<file path="src/rtl/ap_host_sequencer_if.sv">
// ap_host_sequencer_if
//   Bundles the operand stream, the result stream and the AP_s control/data
//   bus that the host sequencer drives.
//   master : sequencer view (consumes operands, produces results, drives AP)
//   slave  : environment view (operand source, result sink, AP_s array)
//   Signals:
//     in_valid/in_ready/in_data            operand stream
//     out_valid/out_ready/out_data/out_last result stream
//     ap_*                                  AP_s port set
interface ap_host_sequencer_if #(
    parameter int unsigned WORD_SIZE = 8,
    parameter int unsigned ADDR_W    = 9
);
    logic                 in_valid;
    logic                 in_ready;
    logic [WORD_SIZE-1:0] in_data;

    logic                 out_valid;
    logic                 out_ready;
    logic [WORD_SIZE-1:0] out_data;
    logic                 out_last;

    logic [ADDR_W-1:0]    ap_addr;
    logic [WORD_SIZE-1:0] ap_data;
    logic                 ap_rst;
    logic                 ap_mode;
    logic                 ap_write_en;
    logic                 ap_read_en;
    logic                 ap_sel_col;
    logic                 ap_sel_internal_col;
    logic [2:0]           ap_cmd;
    logic [WORD_SIZE-1:0] ap_data_out;
    logic                 ap_state_irq;

    modport master (
        input  in_valid, in_data, out_ready, ap_data_out, ap_state_irq,
        output in_ready, out_valid, out_data, out_last,
        output ap_addr, ap_data, ap_rst, ap_mode, ap_write_en, ap_read_en,
        output ap_sel_col, ap_sel_internal_col, ap_cmd
    );

    modport slave (
        output in_valid, in_data, out_ready, ap_data_out, ap_state_irq,
        input  in_ready, out_valid, out_data, out_last,
        input  ap_addr, ap_data, ap_rst, ap_mode, ap_write_en, ap_read_en,
        input  ap_sel_col, ap_sel_internal_col, ap_cmd
    );
endinterface

</file>
<file path="src/rtl/ap_host_sequencer.sv">
// ap_host_sequencer
//   Host-side initiator for AP_s. On start it clears both internal banks,
//   writes CELL_QUANT operand-A words (sel_col=0) then CELL_QUANT operand-B
//   words (sel_col=1), launches one compute, waits for ap_state_irq and then
//   reads the result column back as a valid/ready stream.
//   Ports:
//     CLK100MHZ   clock, rising edge
//     rst         synchronous active-high reset
//     start       one-cycle start pulse, accepted only when idle
//     cmd_in      AP opcode latched on an accepted start
//     busy        high whenever not idle
//     done        one-cycle pulse after the last result transfer
//     err         sticky compute timeout flag
//     bus         operand/result streams and AP_s bus (master modport)
//   All outputs are registered; each next value is decided on the edge that
//   enters the state it belongs to.
module ap_host_sequencer #(
    parameter int unsigned WORD_SIZE   = 8,
    parameter int unsigned CELL_QUANT  = 512,
    parameter int unsigned ADDR_W      = $clog2(CELL_QUANT),
    parameter int unsigned CLR_CYCLES  = 4,
    parameter int unsigned READ_LAT    = 2,
    parameter bit          RES_SEL_COL = 1'b0,
    parameter bit          RES_SEL_INT = 1'b1,
    parameter int unsigned TIMEOUT     = 65535
) (
    input  logic       CLK100MHZ,
    input  logic       rst,
    input  logic       start,
    input  logic [2:0] cmd_in,
    output logic       busy,
    output logic       done,
    output logic       err,
    ap_host_sequencer_if.master bus
);

    localparam int unsigned CntMax0 = (CLR_CYCLES > READ_LAT) ? CLR_CYCLES : READ_LAT;
    localparam int unsigned CntMax  = (CntMax0 > TIMEOUT) ? CntMax0 : TIMEOUT;
    localparam int unsigned CntW    = $clog2(CntMax + 1);

    localparam logic [CntW-1:0]   ClrLast  = CntW'(CLR_CYCLES - 1);
    localparam logic [CntW-1:0]   ReadLast = CntW'(READ_LAT - 1);
    localparam logic [CntW-1:0]   ToLast   = CntW'(TIMEOUT - 1);
    localparam logic [ADDR_W-1:0] RowLast  = ADDR_W'(CELL_QUANT - 1);

    typedef enum logic [3:0] {
        StIdle, StClr0, StClr1, StLoadA, StLoadB, StCompute,
        StWaitIrq, StReadReq, StReadWait, StOut, StErr
    } state_e;

    state_e               state_q, state_d;
    logic [CntW-1:0]      cnt_q, cnt_d;
    logic [ADDR_W-1:0]    row_q, row_d;
    logic [2:0]           cmd_q, cmd_d;

    logic                 in_ready_q, in_ready_d;
    logic                 out_valid_q, out_valid_d;
    logic [WORD_SIZE-1:0] out_data_q, out_data_d;
    logic                 out_last_q, out_last_d;
    logic                 busy_q, busy_d;
    logic                 done_q, done_d;
    logic                 err_q, err_d;
    logic [ADDR_W-1:0]    ap_addr_q, ap_addr_d;
    logic [WORD_SIZE-1:0] ap_data_q, ap_data_d;
    logic                 ap_rst_q, ap_rst_d;
    logic                 ap_mode_q, ap_mode_d;
    logic                 ap_write_en_q, ap_write_en_d;
    logic                 ap_read_en_q, ap_read_en_d;
    logic                 ap_sel_col_q, ap_sel_col_d;
    logic                 ap_sel_int_q, ap_sel_int_d;
    logic [2:0]           ap_cmd_q, ap_cmd_d;

    logic in_xfer, out_xfer;

    // in_ready_q is only ever high inside the load states.
    assign in_xfer  = bus.in_valid & in_ready_q;
    assign out_xfer = out_valid_q & bus.out_ready;

    always_comb begin
        state_d       = state_q;
        cnt_d         = cnt_q;
        row_d         = row_q;
        cmd_d         = cmd_q;
        in_ready_d    = in_ready_q;
        out_valid_d   = out_valid_q;
        out_data_d    = out_data_q;
        out_last_d    = out_last_q;
        done_d        = 1'b0;
        err_d         = err_q;
        ap_addr_d     = ap_addr_q;
        ap_data_d     = ap_data_q;
        ap_rst_d      = ap_rst_q;
        ap_mode_d     = ap_mode_q;
        ap_write_en_d = 1'b0;
        ap_read_en_d  = 1'b0;
        ap_sel_col_d  = ap_sel_col_q;
        ap_sel_int_d  = ap_sel_int_q;
        ap_cmd_d      = ap_cmd_q;

        unique case (state_q)
            StIdle: begin
                in_ready_d  = 1'b0;
                out_valid_d = 1'b0;
                if (start) begin
                    state_d      = StClr0;
                    cmd_d        = cmd_in;
                    err_d        = 1'b0;
                    cnt_d        = '0;
                    row_d        = '0;
                    ap_rst_d     = 1'b1;
                    ap_sel_int_d = 1'b0;
                end
            end
            StClr0: begin
                if (cnt_q == ClrLast) begin
                    state_d      = StClr1;
                    cnt_d        = '0;
                    ap_sel_int_d = 1'b1;
                end else begin
                    cnt_d = cnt_q + 1'b1;
                end
            end
            StClr1: begin
                if (cnt_q == ClrLast) begin
                    state_d      = StLoadA;
                    cnt_d        = '0;
                    row_d        = '0;
                    ap_rst_d     = 1'b0;
                    ap_mode_d    = 1'b0;
                    ap_sel_col_d = 1'b0;
                    ap_sel_int_d = 1'b0;
                    in_ready_d   = 1'b1;
                end else begin
                    cnt_d = cnt_q + 1'b1;
                end
            end
            StLoadA, StLoadB: begin
                if (in_xfer) begin
                    ap_write_en_d = 1'b1;
                    ap_addr_d     = row_q;
                    ap_data_d     = bus.in_data;
                    // Column follows the state the word was accepted in, so the
                    // last A word is not written into column B.
                    ap_sel_col_d  = (state_q == StLoadB);
                    if (row_q == RowLast) begin
                        row_d = '0;
                        if (state_q == StLoadA) begin
                            state_d = StLoadB;
                        end else begin
                            state_d    = StCompute;
                            in_ready_d = 1'b0;
                        end
                    end else begin
                        row_d = row_q + 1'b1;
                    end
                end
            end
            StCompute: begin
                ap_cmd_d  = cmd_q;
                ap_mode_d = 1'b1;
                cnt_d     = '0;
                state_d   = StWaitIrq;
            end
            StWaitIrq: begin
                if (bus.ap_state_irq) begin
                    ap_mode_d    = 1'b0;
                    row_d        = '0;
                    state_d      = StReadReq;
                    ap_read_en_d = 1'b1;
                    ap_addr_d    = '0;
                    ap_sel_col_d = RES_SEL_COL;
                    ap_sel_int_d = RES_SEL_INT;
                end else if (cnt_q == ToLast) begin
                    ap_mode_d = 1'b0;
                    err_d     = 1'b1;
                    state_d   = StErr;
                end else begin
                    cnt_d = cnt_q + 1'b1;
                end
            end
            StReadReq: begin
                cnt_d   = '0;
                state_d = StReadWait;
            end
            StReadWait: begin
                // cnt_q == READ_LAT-1 is exactly READ_LAT cycles after the
                // read_en cycle.
                if (cnt_q == ReadLast) begin
                    out_data_d  = bus.ap_data_out;
                    out_valid_d = 1'b1;
                    out_last_d  = (row_q == RowLast);
                    state_d     = StOut;
                end else begin
                    cnt_d = cnt_q + 1'b1;
                end
            end
            StOut: begin
                if (out_xfer) begin
                    out_valid_d = 1'b0;
                    out_last_d  = 1'b0;
                    if (row_q == RowLast) begin
                        done_d  = 1'b1;
                        state_d = StIdle;
                    end else begin
                        row_d        = row_q + 1'b1;
                        ap_read_en_d = 1'b1;
                        ap_addr_d    = row_q + 1'b1;
                        state_d      = StReadReq;
                    end
                end
            end
            StErr: begin
                state_d = StIdle;
            end
            default: begin
                state_d = StIdle;
            end
        endcase

        busy_d = (state_d != StIdle);
    end

    always_ff @(posedge CLK100MHZ) begin
        if (rst) begin
            state_q       <= StIdle;
            cnt_q         <= '0;
            row_q         <= '0;
            cmd_q         <= '0;
            in_ready_q    <= 1'b0;
            out_valid_q   <= 1'b0;
            out_data_q    <= '0;
            out_last_q    <= 1'b0;
            busy_q        <= 1'b0;
            done_q        <= 1'b0;
            err_q         <= 1'b0;
            ap_addr_q     <= '0;
            ap_data_q     <= '0;
            ap_rst_q      <= 1'b0;
            ap_mode_q     <= 1'b0;
            ap_write_en_q <= 1'b0;
            ap_read_en_q  <= 1'b0;
            ap_sel_col_q  <= 1'b0;
            ap_sel_int_q  <= 1'b0;
            ap_cmd_q      <= '0;
        end else begin
            state_q       <= state_d;
            cnt_q         <= cnt_d;
            row_q         <= row_d;
            cmd_q         <= cmd_d;
            in_ready_q    <= in_ready_d;
            out_valid_q   <= out_valid_d;
            out_data_q    <= out_data_d;
            out_last_q    <= out_last_d;
            busy_q        <= busy_d;
            done_q        <= done_d;
            err_q         <= err_d;
            ap_addr_q     <= ap_addr_d;
            ap_data_q     <= ap_data_d;
            ap_rst_q      <= ap_rst_d;
            ap_mode_q     <= ap_mode_d;
            ap_write_en_q <= ap_write_en_d;
            ap_read_en_q  <= ap_read_en_d;
            ap_sel_col_q  <= ap_sel_col_d;
            ap_sel_int_q  <= ap_sel_int_d;
            ap_cmd_q      <= ap_cmd_d;
        end
    end

    assign busy                    = busy_q;
    assign done                    = done_q;
    assign err                     = err_q;
    assign bus.in_ready            = in_ready_q;
    assign bus.out_valid           = out_valid_q;
    assign bus.out_data            = out_data_q;
    assign bus.out_last            = out_last_q;
    assign bus.ap_addr             = ap_addr_q;
    assign bus.ap_data             = ap_data_q;
    assign bus.ap_rst              = ap_rst_q;
    assign bus.ap_mode             = ap_mode_q;
    assign bus.ap_write_en         = ap_write_en_q;
    assign bus.ap_read_en          = ap_read_en_q;
    assign bus.ap_sel_col          = ap_sel_col_q;
    assign bus.ap_sel_internal_col = ap_sel_int_q;
    assign bus.ap_cmd              = ap_cmd_q;

endmodule

</file>
<file path="src/flat_wrapper.sv">
// flat-port wrapper written by rule: the top's interface ports become plain ports
module ap_host_sequencer_flat 
#(
    parameter int unsigned WORD_SIZE   = 8,
    parameter int unsigned CELL_QUANT  = 512,
    parameter int unsigned ADDR_W      = $clog2(CELL_QUANT),
    parameter int unsigned CLR_CYCLES  = 4,
    parameter int unsigned READ_LAT    = 2,
    parameter bit          RES_SEL_COL = 1'b0,
    parameter bit          RES_SEL_INT = 1'b1,
    parameter int unsigned TIMEOUT     = 65535
)
  (CLK100MHZ, rst, start, cmd_in, busy, done, err, bus_in_valid, bus_in_data, bus_out_ready, bus_ap_data_out, bus_ap_state_irq, bus_in_ready, bus_out_valid, bus_out_data, bus_out_last, bus_ap_addr, bus_ap_data, bus_ap_rst, bus_ap_mode, bus_ap_write_en, bus_ap_read_en, bus_ap_sel_col, bus_ap_sel_internal_col, bus_ap_cmd);
  ap_host_sequencer_if #(.WORD_SIZE(WORD_SIZE), .ADDR_W(ADDR_W)) bus_i ();
  input  logic CLK100MHZ;
  input  logic rst;
  input  logic start;
  input  logic [2:0] cmd_in;
  output logic busy;
  output logic done;
  output logic err;
  input wire logic [$bits(bus_i.in_valid)-1:0] bus_in_valid;
  input wire logic [$bits(bus_i.in_data)-1:0] bus_in_data;
  input wire logic [$bits(bus_i.out_ready)-1:0] bus_out_ready;
  input wire logic [$bits(bus_i.ap_data_out)-1:0] bus_ap_data_out;
  input wire logic [$bits(bus_i.ap_state_irq)-1:0] bus_ap_state_irq;
  output wire logic [$bits(bus_i.in_ready)-1:0] bus_in_ready;
  output wire logic [$bits(bus_i.out_valid)-1:0] bus_out_valid;
  output wire logic [$bits(bus_i.out_data)-1:0] bus_out_data;
  output wire logic [$bits(bus_i.out_last)-1:0] bus_out_last;
  output wire logic [$bits(bus_i.ap_addr)-1:0] bus_ap_addr;
  output wire logic [$bits(bus_i.ap_data)-1:0] bus_ap_data;
  output wire logic [$bits(bus_i.ap_rst)-1:0] bus_ap_rst;
  output wire logic [$bits(bus_i.ap_mode)-1:0] bus_ap_mode;
  output wire logic [$bits(bus_i.ap_write_en)-1:0] bus_ap_write_en;
  output wire logic [$bits(bus_i.ap_read_en)-1:0] bus_ap_read_en;
  output wire logic [$bits(bus_i.ap_sel_col)-1:0] bus_ap_sel_col;
  output wire logic [$bits(bus_i.ap_sel_internal_col)-1:0] bus_ap_sel_internal_col;
  output wire logic [$bits(bus_i.ap_cmd)-1:0] bus_ap_cmd;
  assign bus_i.in_valid = bus_in_valid;
  assign bus_i.in_data = bus_in_data;
  assign bus_i.out_ready = bus_out_ready;
  assign bus_i.ap_data_out = bus_ap_data_out;
  assign bus_i.ap_state_irq = bus_ap_state_irq;
  assign bus_in_ready = bus_i.in_ready;
  assign bus_out_valid = bus_i.out_valid;
  assign bus_out_data = bus_i.out_data;
  assign bus_out_last = bus_i.out_last;
  assign bus_ap_addr = bus_i.ap_addr;
  assign bus_ap_data = bus_i.ap_data;
  assign bus_ap_rst = bus_i.ap_rst;
  assign bus_ap_mode = bus_i.ap_mode;
  assign bus_ap_write_en = bus_i.ap_write_en;
  assign bus_ap_read_en = bus_i.ap_read_en;
  assign bus_ap_sel_col = bus_i.ap_sel_col;
  assign bus_ap_sel_internal_col = bus_i.ap_sel_internal_col;
  assign bus_ap_cmd = bus_i.ap_cmd;
  ap_host_sequencer #(.WORD_SIZE(WORD_SIZE), .CELL_QUANT(CELL_QUANT), .ADDR_W(ADDR_W), .CLR_CYCLES(CLR_CYCLES), .READ_LAT(READ_LAT), .RES_SEL_COL(RES_SEL_COL), .RES_SEL_INT(RES_SEL_INT), .TIMEOUT(TIMEOUT)) u_core (.CLK100MHZ(CLK100MHZ), .rst(rst), .start(start), .cmd_in(cmd_in), .busy(busy), .done(done), .err(err), .bus(bus_i));
endmodule
</file>
<file path="config.mk">
export PLATFORM = sky130hd
export DESIGN_NAME = ap_host_sequencer_flat
export DESIGN_NICKNAME = d
export VERILOG_FILES = /design/src/rtl/ap_host_sequencer_if.sv /design/src/rtl/ap_host_sequencer.sv /design/src/flat_wrapper.sv
export SDC_FILE = /design/constraint.sdc
export NUM_CORES = 1
export LEC_CHECK = 0
export CAP_MARGIN = 20
export CELL_PAD_IN_SITES_DETAIL_PLACEMENT = 0
export CELL_PAD_IN_SITES_GLOBAL_PLACEMENT = 2
export CORE_ASPECT_RATIO = 1.75
export CORE_MARGIN = 2
export CORE_UTILIZATION = 31
export DETAILED_ROUTE_END_ITERATION = 12
export PLACE_DENSITY_LB_ADDON = 0.15
export SLEW_MARGIN = 30
export SYNTH_ARGS = -nofsm -noshare
export SYNTH_HDL_FRONTEND = slang
export SYNTH_SLANG_ARGS = --single-unit
</file>
<file path="constraint.sdc">
create_clock -name CLK100MHZ -period 3.5 [get_ports CLK100MHZ]
set_input_delay 0.7 -clock CLK100MHZ [delete_from_list [all_inputs] [get_ports CLK100MHZ]]
set_output_delay 0.7 -clock CLK100MHZ [all_outputs]
set_load 0.02 [all_outputs]
</file>
==> impl_metrics.tcl <==
set metrics [dict create \
    slowest_stage "or4b_1" \
    critPathMaxStageDelay_ps 590 \
    ys_seq_area_share_pct 39.6 \
    ys_top_cells_by_area "dfxtp_1, nor2_1, mux2i_1, a21oi_1, o21ai_0" \
    finalNonFillerCells 640 \
    path_common_cell "and3_1" \
    gp_congestion 0.888 \
    ys_ff_latch 72 \
    critPathMaxFanout 14 \
    synth_area_leader_cell "dfxtp_1" \
    post-cts-setup-buffers 0 \
    synth_top_area_share_pct 39.6 \
    seqCellArea_mm2 0.00144 \
    synth_top_cells_by_count "nor2_1, dfxtp_1, a21oi_1, nand2_1" \
    clk_pin_slew_worst_paths_ps 60 \
    layout-drive-gt1-share_pct 7.52 \
    yosysMostFrequentCell "nor2_1" \
    yosysUniqueCellTypes 56 \
    hold_violations 0 \
    viasPerCell 5.25 \
    dp_hpwl_mm 8.69 \
    placedCellCount 624 \
    port_buffers 64 \
    powerDensity_mw_per_mm2 421 \
    worstSetupPathType "flop to flop" \
    drc 0 \
    start_util_pct 31.6 \
    clk_path_buf_depth 2 \
    vias 3361 \
    track_usage_pct 18.7 \
    skew_ps 7.74 \
    crit_path_end_kind "flop" \
    antenna_found_initial 0 \
    crit_chain "ha_1 -> and3_1 -> and3_1 -> and3_1 -> ha_1 -> or3b_1 -> a21oi_1 -> a31oi_2 -> or4b_1 -> a21oi_1" \
    cts_resized 0 \
    drv_cap 0 \
    dieArea_mm2 0.0127 \
    fmax_ghz 0.325 \
    critPathLaunchType "flop" \
    outcome "finished clean" \
    wl_per_cell_um 17.8 \
    async_flop_share_pct 0 \
    synth_warnings 0 \
    tightest_slew_ps 882 \
    vdd_drop_max_uv 218 \
    post-route-period-util_pct 88.0 \
    min_period_ps 3080 \
    routed_wl_mm 11.4 \
    grt_overflow 0 \
    synth_ff_type "dfxtp_1" \
    power.leakage_nw 1.56 \
    fp.dieH_um 147 \
    grt_pass1_wl_mm 18.3 \
    ant_nets 0 \
    io_pins 65 \
    clock_latency_ps 340 \
    first_global_vias 3399 \
    clock-sinks 72 \
    antenna_cells 0 \
    chipWidth_um 85.9 \
    core-area_mm2 0.0115 \
    area_growth_pct 29.6 \
    cts_hold_buf 0 \
    avgSynthCellArea_um2 8.28 \
    final_max_slew_viol_count 0 \
    setup_tns_ps 0 \
    synth.cell_area_mm2 0.00364 \
    finalSetupViolCount 0 \
    cts_buffers 9 \
    crit_required_ps 3770 \
    rsz0062_at_grt "no" \
    arrival_ps 3350 \
    synth_edf_count 0 \
    final_nets 531 \
    grt_max_degree 35 \
    htree_num_levels 3 \
    synth_cells 440 \
    nFillCells 1218 \
    syn-num-nets 471 \
    rows 52 \
    hp-class "flop to flop" \
    root_buffer "clkbuf_16" \
    dr.pass1.iters 4 \
    multi_input_area_mm2 0.00206 \
    cts_tree "yes" \
    slew_headroom_pct 40.9 \
    drt_iter0_drc 192 \
]
[critical path, delay by kind of cell (launching register included)]
kind,cells,cell delay [ps]
adders and majority gates,2,570
AOI/OAI and AO/OA,3,470
and+or+nand+nor,5,1610
DFF,1,360
[worst paths after layout]
path	slack (ps)	end	depth (start not counted)	startpoint
setup reg to reg	420	u_core.row_q[2]	10	u_core.row_q[0]
hold reg to reg	460	u_core.bus.ap_rst	2	u_core.bus.ap_rst
setup / recovery	420	u_core.row_q[2]	10	u_core.row_q[0]
hold / removal	460	u_core.bus.ap_rst	2	u_core.bus.ap_rst
[cell type report]
type	count	area share [%]
clock buffer	9	4.77
tap	135	3.58
inverter	5	0.397
multi-input combinational	338	43.5
timing repair buffer	74	15.1
sequential	72	30.5
clock inverter	7	2.15
[kinds of logic after synthesis]
group	Yosys count	synth area share, %
XOR/XNOR	9	2.16
multiplexers	23	6.32
adder cells (fa/ha/maj)	6	2.06
buffers and inverters	30	4.23
AND/OR/NAND/NOR	203	29.0
flip-flops	72	39.6
AO/OA/AOI/OAI	97	16.7
[report_power, final]
| group | internal, mW | leakage [nW] | total, mW | switching (mW) |
|---|---|---|---|---|
| clock | 0.631 | 0.153 | 1.01 | 0.382 |
| combinational | 0.0605 | 0.826 | 0.134 | 0.0734 |
| sequential | 0.829 | 0.582 | 0.841 | 0.0120 |
| total | 1.52 | 1.56 | 1.99 | 0.467 |
[metal layers]
layer | track usage, % | vias up | routed length (um)
met5 | 0 | - | 0
met1 | 19.6 | 1578 | 4180
met3 | 2.57 | 14 | 227
li1 | - | 1720 | -
met2 | 35.9 | 49 | 6710
met4 | 8.17 | 0 | 249
[through the flow]
step / power [mW] / util, % / area (um^2) / setup WS (ps) / hold WS [ps]
floorplan: 0.934 / - / 3640 / 786 / 463
global placement: 0.994 / 38.1 / 4390 / 475 / 445
detailed placement: 0.995 / 38.1 / 4390 / 390 / 451
CTS: 2.01 / 40.9 / 4720 / 366 / 459
global route: 2.06 / 41.0 / 4720 / 208 / 489
finish: 1.99 / 41.0 / 4720 / 418 / 457
[cell usage in the layout, fill, tap and decap left out, types with 12 or more instances in the layout]
cell type	Yosys	final
nor2_1	73	72
dfxtp_1	72	72
clkdlybuf4s50_1	0	63
a21oi_1	34	34
nand2_1	25	25
mux2i_1	23	23
o21ai_0	23	23
nand3_1	14	14
nor3_1	12	12
[registers in the layout (all words and copies together), names as in the netlist, 3 cells and up]
signal	count
u_core.cnt_q	16
u_core.row_q	9
u_core.bus.ap_cmd	3
u_core.bus.ap_addr	9
u_core.bus.ap_data	8
u_core.bus.out_data	8
u_core.state_q	4
u_core.cmd_q	3
No activity file was read; power rests on OpenSTA's default activity.
